<file path="src/rtl/vga_timing_gen.sv">
// rtl/vga_timing_gen.sv - parametrised VGA raster timing generator with clock divider and run enable
//
// Ports:
//   clk         system clock
//   reset       asynchronous active-high reset
//   en          run enable; low holds the generator idle at (0,0)
//   p_tick      one-clk pixel strobe, first clk of every pixel
//   x, y        current horizontal / vertical count
//   hsync       horizontal sync, active level HSYNC_POL
//   vsync       vertical sync, active level VSYNC_POL
//   video_on    inside the active display region while running
//   line_start  one-clk pulse on the p_tick where x==0
//   frame_start one-clk pulse on the p_tick where x==0 and y==0
module vga_timing_gen #(
    parameter int H_DISPLAY = 640,
    parameter int H_FRONT   = 16,
    parameter int H_SYNC    = 96,
    parameter int H_BACK    = 48,
    parameter int V_DISPLAY = 480,
    parameter int V_FRONT   = 10,
    parameter int V_SYNC    = 2,
    parameter int V_BACK    = 33,
    parameter int CLK_DIV   = 4,
    parameter bit HSYNC_POL = 1'b0,
    parameter bit VSYNC_POL = 1'b0,
    parameter int CW        = 11
) (
    input  logic          clk,
    input  logic          reset,
    input  logic          en,
    output logic          p_tick,
    output logic [CW-1:0] x,
    output logic [CW-1:0] y,
    output logic          hsync,
    output logic          vsync,
    output logic          video_on,
    output logic          line_start,
    output logic          frame_start
);

    localparam int H_TOTAL = H_DISPLAY + H_FRONT + H_SYNC + H_BACK;
    localparam int V_TOTAL = V_DISPLAY + V_FRONT + V_SYNC + V_BACK;
    localparam int DW      = (CLK_DIV > 1) ? $clog2(CLK_DIV) : 1;

    localparam logic [DW-1:0] DIV_LAST = DW'(CLK_DIV - 1);
    localparam logic [CW-1:0] H_LAST   = CW'(H_TOTAL - 1);
    localparam logic [CW-1:0] V_LAST   = CW'(V_TOTAL - 1);
    localparam logic [CW-1:0] H_DISP   = CW'(H_DISPLAY);
    localparam logic [CW-1:0] V_DISP   = CW'(V_DISPLAY);
    localparam logic [CW-1:0] HS_FIRST = CW'(H_DISPLAY + H_FRONT);
    localparam logic [CW-1:0] HS_LAST  = CW'(H_DISPLAY + H_FRONT + H_SYNC - 1);
    localparam logic [CW-1:0] VS_FIRST = CW'(V_DISPLAY + V_FRONT);
    localparam logic [CW-1:0] VS_LAST  = CW'(V_DISPLAY + V_FRONT + V_SYNC - 1);

    logic          run;
    logic [DW-1:0] div;
    logic [CW-1:0] h;
    logic [CW-1:0] v;

    logic          run_n;
    logic [DW-1:0] div_n;
    logic [CW-1:0] h_n;
    logic [CW-1:0] v_n;
    logic          tick_n;
    logic          hs_act_n;
    logic          vs_act_n;
    logic          vid_n;

    assign x = h;
    assign y = v;

    // Next-state of the raster counters. The pixel position advances on the
    // clk that brings div back to 0, so a new pixel always starts together
    // with p_tick and lasts CLK_DIV clks. Leaving run (or not yet being in
    // it) parks every counter at 0, which makes re-enable start at (0,0).
    always_comb begin
        run_n = en;
        div_n = '0;
        h_n   = '0;
        v_n   = '0;
        if (en && run) begin
            div_n = (div == DIV_LAST) ? '0 : div + DW'(1);
            h_n   = h;
            v_n   = v;
            if (div == DIV_LAST) begin
                h_n = (h == H_LAST) ? '0 : h + CW'(1);
                if (h == H_LAST) begin
                    v_n = (v == V_LAST) ? '0 : v + CW'(1);
                end
            end
        end
    end

    // Decode the next state so every registered output lines up with x/y.
    always_comb begin
        tick_n   = run_n && (div_n == '0);
        hs_act_n = (h_n >= HS_FIRST) && (h_n <= HS_LAST);
        vs_act_n = (v_n >= VS_FIRST) && (v_n <= VS_LAST);
        vid_n    = (h_n < H_DISP) && (v_n < V_DISP);
    end

    always_ff @(posedge clk or posedge reset) begin
        if (reset) begin
            run         <= 1'b0;
            div         <= '0;
            h           <= '0;
            v           <= '0;
            p_tick      <= 1'b0;
            hsync       <= ~HSYNC_POL;
            vsync       <= ~VSYNC_POL;
            video_on    <= 1'b0;
            line_start  <= 1'b0;
            frame_start <= 1'b0;
        end else begin
            run         <= run_n;
            div         <= div_n;
            h           <= h_n;
            v           <= v_n;
            p_tick      <= tick_n;
            hsync       <= (run_n && hs_act_n) ? HSYNC_POL : ~HSYNC_POL;
            vsync       <= (run_n && vs_act_n) ? VSYNC_POL : ~VSYNC_POL;
            video_on    <= run_n && vid_n;
            line_start  <= tick_n && (h_n == '0);
            frame_start <= tick_n && (h_n == '0) && (v_n == '0);
        end
    end

endmodule

</file>
<file path="config.mk">
export PLATFORM = sky130hd
export DESIGN_NAME = vga_timing_gen
export DESIGN_NICKNAME = d
export VERILOG_FILES = /design/src/rtl/vga_timing_gen.sv
export SDC_FILE = /design/constraint.sdc
export NUM_CORES = 1
export LEC_CHECK = 0
export ABC_AREA = 1
export CORE_ASPECT_RATIO = 1.5
export CORE_MARGIN = 2
export CORE_UTILIZATION = 45
export DETAILED_ROUTE_END_ITERATION = 8
export PLACE_DENSITY_LB_ADDON = 0.25
export SYNTH_ARGS = -nofsm -noshare
export SYNTH_HDL_FRONTEND = slang
export SYNTH_SLANG_ARGS = --single-unit
</file>
<file path="constraint.sdc">
create_clock -name clk -period 3.05 [get_ports clk]
set_clock_uncertainty 0.05 [all_clocks]
set_input_delay 0.305 -clock clk [delete_from_list [all_inputs] [get_ports clk]]
set_output_delay 0.305 -clock clk [all_outputs]
set_load 0.03 [all_outputs]
</file>
==> impl_metrics.toml <==
[grt]
grt_pass1_wl_mm = 8.58
track_usage = 0.229
grt_max_degree = 32
globalRouteOverflowTotal = 0
grt_pass1_vias = 1904
antenna_found_initial = 0

[sta]
worstMarginPinSlew_ns = 0.735
fin_tns_setup_ns = 0
fmax_mhz = 406
finalSetupViolCount = 0
rsz0062_at_grt = "false"
fin_ws_ns = 0.587
fin_crit_sh = 0.807
hold_viol = 0
relSlewSlack = 0.510
period_needed_ns = 2.46
maxSlewViolCount = 0

[critical_path]
reg2reg_to = "frame_start"
critPathRequiredTime_ns = 3.21
r2r_start = "div[0]"
cpMostUsedCell = "nand2_1"
cp.arrival_ns = 2.62
end_kind = "register"
worstRegToRegCells = 13
reg2reg_slack_ns = 0.59
crit_slowest_cell = "ha_1"
worstPathMaxFanout = 17
cp-start-kind = "register"
critPathMaxStageDelay_ns = 0.64
crit_chain = "ha_1, inv_2, nor2_2, nand2_1, nand2_1, nand2_1, a21oi_1, nand2_1, nor2_1, nand2_1, nor2_2, nand2_1, nor2_1"
path_class = "register to register"

[clock_network]
postCtsSetupRepairBufs = 0
htreeDepth = 2
cts-buffers-inserted = 5
cts_resized = 0
cts-root-buf = "clkbuf_8"
clk_path_buf_depth = 2
cts_tree = "done"
clk_pin_slew_ns = 0.07
postCtsHoldBufs = 0
clkSinkCount = 31
clock_latency_ns = 0.28

[routing]
first_iter_violations = 93
drt_pass1_iterations = 4
drc = 0
routed-via-count = 1910
routed_wl_mm = 4.99
vias_per_cell = 5.23
drtAntennaViolNets = 0
wire_per_inst_um = 13.7

[floorplan]
rows = 29
die_area_um2 = 4970
dieHeight_um = 85.4
fp.dieW_um = 58.3
num_io_pins = 31
start_util = 0.468
core_um2 = 4250

[place]
dp_hpwl_mm = 4.02
port_buffers = 30
place_congestion = 0.879
dp_slack_ns = 0.597
dpl_cell_area_um2 = 2320

[synthesis]
syn_avg_cell_area_um2 = 7.00
ys_ff_latch = 31
syn_area_um2 = 1990
synth_top_area_cell = "dfrtp_1"
syn-num-nets = 291
synth_area_leaders = "dfrtp_1 37%, nand2_1 15%, inv_1 9.8%"
synth_top_area_frac = 0.365
syn_inst = 284
yosysWarnings = 0
synth.distinct_cells = 28
seq_area_frac_synth = 0.392

[layout]
final_cell_mix = "79 x nand2_1, 52 x inv_1, 37 x nand3_1"
antennaDiodeCount = 0
final_cell_area_um2 = 2410
final_common_cell = "nand2_1"
drive_gt1_frac = 0.0940
area_delta_synth_final_pct = 21.4
fin_nets = 325

[power]
p_leak_nw = 1.37
p_per_area_nw_per_um2 = 329
peakVddDrop_mv = 0.238
finalPower_mw = 0.794

[flow_run]
maxCapViolations = 0

[hold_path]
hp-class = "primary input to async pin"

[status]
outcome = "finished clean"
-- stage by stage --
stage               hold slack, ns  std cells  utilization
floorplan                    0.286        284            -
global placement             0.488        357        0.547
detailed placement           0.492        357        0.547
CTS                          0.358        365        0.568
global route                 0.396        365        0.568
finish                       0.350        365        0.568
-- final cells by class --
type / instances / area [µm²]
Fill cell: 410 / 1830
Multi-Input combinational cell: 196 / 978
Sequential cell: 31 / 778
Timing Repair Buffer: 31 / 308
Inverter: 53 / 199
Clock buffer: 7 / 86.3
Tap cell: 46 / 57.6
Clock inverter: 1 / 5.00
-- how the worst max path moves through the flow --
stage | start | to
5_1_grt | div[0] | frame_start
6_report | div[0] | frame_start
2_1_floorplan | x[0] | frame_start
3_3_place_gp | div[0] | frame_start
4_1_cts | div[0] | frame_start
3_5_place_dp | div[0] | frame_start
-- power by group --
part	internal, mW	switching, mW	total [mW]
Sequential	0.417	0.00203	0.419
Clock	0.182	0.144	0.326
Combinational	0.0152	0.0338	0.0490
Total	0.614	0.180	0.794
-- flip-flops by register name (all words and copies together), names as in the netlist --
register and flops:
div 2, frame_start 1, hsync 1, line_start 1, p_tick 1, run 1
video_on 1, vsync 1, x 11, y 11
-- Yosys cell counts, drive strengths merged --
cell type	number
nand2	85
inv	53
nor2	42
nand3	38
dfrtp	29
nand4	10
nor3	6
buf	4
ha	4
a21oi	3
a21o	2
dfstp	2
xor2	2
mux2i	1
nand3b	1
o2111ai	1
o21ai	1
-- worst max-delay path, delay by kind of cell, from the launching register on --
kind	cells	cell delay, ns
simple gates	10	1.00
fa+ha+maj	1	0.64
flops	1	0.36
buf+inv	1	0.22
compound gates	1	0.14
-- routing by layer --
metal	vias to the layer above	wire length [µm]	global-route usage
li1	945	-	-
met1	877	1940	0.246
met2	64	2600	0.396
met3	24	176	0.0457
met4	0	273	0.150
met5	-	0	0
-- cells by family after synthesis --
| family | Yosys count | synth area share |
|---|---|---|
| and+or+nand+nor | 182 | 0.431 |
| buffers and inverters | 57 | 0.116 |
| DFF | 31 | 0.392 |
| AOI/OAI and AO/OA | 7 | 0.0220 |
| adders and majority gates | 4 | 0.0252 |
| xor gates and xnor gates | 2 | 0.00882 |
| muxes | 1 | 0.00504 |
No activity file was read; power rests on OpenSTA's default activity.
